==> src/rtl/valid_stream_collector.sv <==
// Collects words from a fixed-latency, no-backpressure pipeline into a FWFT FIFO.
// Issue credits are granted only while in-flight words plus stored words fit the FIFO.
module valid_stream_collector #(
  parameter int width        = 256,
  parameter int depth        = 16,
  parameter int max_inflight = 31
) (
  input  logic                         clk,
  input  logic                         rst_n,
  input  logic                         issue,
  input  logic                         in_valid,
  input  logic [width-1:0]             in_data,
  output logic                         can_issue,
  output logic                         out_valid,
  input  logic                         out_ready,
  output logic [width-1:0]             out_data,
  output logic [$clog2(depth+1)-1:0]   level,
  output logic                         overflow,
  output logic                         protocol_err
);

  localparam int PTR_W = $clog2(depth);
  localparam int LVL_W = $clog2(depth + 1);
  localparam int IF_W  = $clog2(max_inflight + 1);
  localparam int SUM_W = ((IF_W > LVL_W) ? IF_W : LVL_W) + 1;

  logic [width-1:0] mem_q [depth];

  logic [PTR_W-1:0] wr_ptr_q, wr_ptr_d;
  logic [PTR_W-1:0] rd_ptr_q, rd_ptr_d;
  logic [LVL_W-1:0] level_q, level_d;
  logic [IF_W-1:0]  inflight_q, inflight_d;
  logic             overflow_q, overflow_d;
  logic             protocol_err_q, protocol_err_d;

  logic             full;
  logic             push;
  logic             pop;
  logic             inflight_dec;
  logic             inflight_sat;
  logic [SUM_W-1:0] occupancy;

  assign full         = (level_q == LVL_W'(depth));
  assign pop          = (level_q != '0) && out_ready;
  // A pop in the same cycle frees the slot, so a full FIFO still accepts the word.
  assign push         = in_valid && (!full || pop);
  assign inflight_dec = in_valid && (inflight_q != '0);
  assign inflight_sat = (inflight_q == IF_W'(max_inflight));
  assign occupancy    = SUM_W'(inflight_q) + SUM_W'(level_q);

  always_comb begin
    wr_ptr_d       = wr_ptr_q;
    rd_ptr_d       = rd_ptr_q;
    level_d        = level_q;
    inflight_d     = inflight_q;
    overflow_d     = overflow_q;
    protocol_err_d = protocol_err_q;

    if (push) wr_ptr_d = wr_ptr_q + PTR_W'(1);
    if (pop)  rd_ptr_d = rd_ptr_q + PTR_W'(1);

    case ({push, pop})
      2'b10:   level_d = level_q + LVL_W'(1);
      2'b01:   level_d = level_q - LVL_W'(1);
      default: level_d = level_q;
    endcase

    if (issue && !inflight_dec) begin
      if (!inflight_sat) inflight_d = inflight_q + IF_W'(1);
    end else if (!issue && inflight_dec) begin
      inflight_d = inflight_q - IF_W'(1);
    end

    if (in_valid && !push) overflow_d = 1'b1;
    // Arrival with nothing outstanding, or an issue the saturated counter cannot record.
    if (in_valid && (inflight_q == '0)) protocol_err_d = 1'b1;
    if (issue && !inflight_dec && inflight_sat) protocol_err_d = 1'b1;
  end

  always_ff @(posedge clk) begin
    if (rst_n) begin
      wr_ptr_q       <= '0;
      rd_ptr_q       <= '0;
      level_q        <= '0;
      inflight_q     <= '0;
      overflow_q     <= 1'b0;
      protocol_err_q <= 1'b0;
    end else begin
      wr_ptr_q       <= wr_ptr_d;
      rd_ptr_q       <= rd_ptr_d;
      level_q        <= level_d;
      inflight_q     <= inflight_d;
      overflow_q     <= overflow_d;
      protocol_err_q <= protocol_err_d;
    end
  end

  always_ff @(posedge clk) begin
    if (!rst_n && push) mem_q[wr_ptr_q] <= in_data;
  end

  assign can_issue    = (occupancy < SUM_W'(depth));
  assign out_valid    = (level_q != '0);
  assign out_data     = mem_q[rd_ptr_q];
  assign level        = level_q;
  assign overflow     = overflow_q;
  assign protocol_err = protocol_err_q;

endmodule

==> config.mk <==
export PLATFORM = sky130hd
export DESIGN_NAME = valid_stream_collector
export DESIGN_NICKNAME = d
export VERILOG_FILES = /design/src/rtl/valid_stream_collector.sv
export SDC_FILE = /design/constraint.sdc
export NUM_CORES = 2
export LEC_CHECK = 0
export BUFFER_PORTS_ARGS = -buffer_cell sky130_fd_sc_hd__buf_2
export CAP_MARGIN = 25
export CORE_MARGIN = 3
export CORE_UTILIZATION = 65
export DETAILED_ROUTE_END_ITERATION = 7
export PLACE_DENSITY = 0.84
export SYNTH_ARGS = -nofsm -noshare
export SYNTH_HDL_FRONTEND = slang
export SYNTH_SLANG_ARGS = --single-unit
==> constraint.sdc <==
create_clock -name clk -period 29.5 [get_ports clk]
set_input_delay 5.9 -clock clk [delete_from_list [all_inputs] [get_ports clk]]
set_output_delay 5.9 -clock clk [all_outputs]
set_load 0.005 [all_outputs]
==> run_results.csv <==
group,metric,value,unit
synth,syn_area,155000,um2
run_status,outcome,"finished, violations left",
floorplanning,rows,178,
synth,synth-main-ff-cell,"edfxtp_1",
global_routing,gr-usage-met1,45.6,%
floorplanning,die_y,495,um
synth,avgSynthCellArea,25.2,um2
cells_and_area,syn_to_final_growth,12.7,%
clocking,insertion_delay,0.97,ns
worst_setup_path,critPathMaxFanout,113,
worst_setup_path,arrival,6.51,ns
sta,max_freq,80.6,MHz
sta,relSlewSlack,-0.293,%
routing,vias,75040,
global_routing,grt_pass1_wl,583000,um
worst_setup_path,required,23.60,ns
floorplanning,die_width,495,um
synth,ys_seq_area_share,79.5,%
clocking,post_cts_buffers,0,
routing,final_antenna_net_count,0,
placement,dp_slack,17.55,ns
routing,drc,0,
clocking,clk_pin_slew,0.07,ns
global_routing,use_met3,7.52,%
floorplanning,start_util,65.6,%
power,p_leak,53.5,nW
sta,min_period,12.41,ns
routing,drt-initial-drc-count,11265,
run_status,violations,"slew limit",
global_routing,first_global_vias,78400,
clocking,ctsResizeCount,0,
clocking,cts_buffers,401,
clocking,cts_buffer_depth,4,
cells_and_area,final_layout_size_suffix_gt1_share,33.5,%
synth,syn_inst,6151,
routing,firstDrtPassIters,6,
global_routing,grtUsageMet2,54.5,%
clocking,cts_tree,"built",
placement,place_area,162000,um2
sta,skew,0.0759,ns
floorplanning,fp.coreArea,237000,um2
synth,synth_edf_count,4096,
global_routing,antenna_found_initial,108,
sta,min_period_over_period,42.1,%
floorplanning,die-area,245000,um2
sta,fin_setup_tns,0,ns
sta,tightest_slew,1.50,ns
synth,post_synth_num_cell_types,39,
placement,numPortBuffers,525,
min_path,hold_class,"register to register",
clocking,htree_levels,5,
clocking,cts.sinks,4120,
synth,yosysWarnings,0,
placement,hpwl,182000,um
global_routing,grt_max_degree,153,
synth,synth-seq-cells,4120,
power,power,14.2,mW
cells_and_area,final_cell_area,175000,um2
global_routing,grt_overflow_total,0,
global_routing,top_usage_layer,"met2",
worst_setup_path,cp-start-kind,"register",
routing,routed_via_density,7.19,
placement,routabilityCongestion,0.785,
power,powerDensity,81.0,nW/um2
job,drv_cap,0,
clocking,cts_root_buffer,"clkbuf_16",
sta,rsz0062_at_grt,"no",
clocking,hold_buffers,0,
sta,hold_viol,0,
sta,slew_viol_final,7,
worst_setup_path,path_class,"register to output pin",
power,ir_drop,86.8,uV
sta,fin_ws,17.09,ns
synth,synthArstFlopShare,0,%
routing,wire_per_inst,39.4,um
synth,synth_nets,6429,
global_routing,track_usage,33.9,%
cells_and_area,nNetsFinal,7168,
floorplanning,ios,526,
routing,routed_wl,411000,um
worst_setup_path,critPathCaptureType,"output pin",
sta,setup_viol,0,
==> power by group <==
part	internal (mW)	switching (mW)	leakage, nW	total (mW)
combinational	1.29	1.28	10.3	2.56
sequential	6.50	0.0545	37.1	6.56
clock	2.86	2.19	6.13	5.05
total	10.7	3.52	53.5	14.2
==> layout by cell type, fill, tap and decap left out, types with 9 or more instances in the layout <==
cell type   Yosys  final
nor2_1         40     24
buf_2         136    525
clkbuf_1      148     83
diode_2         0     93
nor2_4          0     16
buf_4           5     88
nand2_1        13     13
clkinv_1        0     78
nor2b_1        98     98
a211oi_1       99     99
a21oi_1       104    104
clkinv_2        0     66
ha_1           15     15
inv_1           9      9
mux2i_1       102    102
mux4_2       1183   1183
edfxtp_1     4096   4096
clkinvlp_4      0     15
dfxtp_1        24     20
bufinv_16       0     41
buf_12          0     31
clkbuf_16       0    402
buf_16          0     13
==> critical path: stages, from the launching register on <==
cell and delay [ns]:
dfxtp_4 0.81, buf_4 0.38, buf_16 0.33, buf_12 0.64, buf_4 0.80, buf_12 0.72
mux4_2 0.62, nor2b_1 0.16, a211oi_1 0.31, a21oi_1 0.16, buf_2 0.23
==> synth_stat cells, drive strengths merged (4+ instances only) <==
master  instances  area, um2
mux2i         102       1020
xnor2           8       70.1
dfxtp          24        480
edfxtp       4096     123000
a211oi         99        743
nor2b          98        613
xor2            4       35.0
mux4         1183      26600
clkbuf        149        563
buf           172        895
o21ai           5       25.0
inv             9       33.8
nor2           40        150
ha             15        188
nand2          13       48.8
a21oi         104        521
==> per-layer routing <==
layer  share of wire, %  up-vias
li1                   -    28339
met5              0.074        -
met4                4.7       46
met1                 33    39664
met2                 51     6040
met3                 11      951
==> logic make-up (layout without fill, tap and decap cells) <==
family | count (synthesis) | after routing | share of synthesized area (%)
other | 0 | 93 | 0
and+or+nand+nor | 167 | 167 | 0.589
muxes | 1286 | 1286 | 17.8
DFF | 4120 | 4120 | 79.5
AOI/OAI and AO/OA | 219 | 219 | 0.886
buffers and inverters | 330 | 1372 | 0.961
adders and majority gates | 17 | 17 | 0.147
xor gates and xnor gates | 12 | 12 | 0.0677
==> stage by stage <==
stage	utilization, %	hold WS (ns)	instances
floorplan	-	0.460	6151
global placement	68.4	0.450	9618
detailed placement	68.4	0.466	9624
CTS	73.7	0.485	10330
global route	73.9	0.508	10390
finish	74.0	0.488	10436
==> sequential cells by signal, summed over array words and instances (netlist names), named ones only <==
name	count
inflight_q	5
level	5
mem_q	4096
overflow	1
protocol_err	1
rd_ptr_q	4
wr_ptr_q	4
==> layout make-up <==
cell class	instances	area, um2
clock buffers	486	10400
well taps	3150	3940
multi-input cells	1701	30400
repair buffers	657	4270
diodes	93	233
flip-flops and latches	4120	123000
clock inverters	220	2190
inverters	9	33.8
fillers	11683	61600
==> final timing paths <==
check | end | depth (start not counted) | slack [ns] | from
setup / recovery | out_data[202] | 10 | 17.09 | register
hold / removal | overflow$_SDFFE_PP0P_ | 2 | 0.49 | overflow$_SDFFE_PP0P_
setup reg to reg | mem_q[1][178]$_DFFE_PP_ | 7 | 23.69 | level[1]$_SDFFE_PP0P_
hold reg to reg | overflow$_SDFFE_PP0P_ | 2 | 0.49 | overflow$_SDFFE_PP0P_
Note: power is estimated with default switching activity, not from simulation.
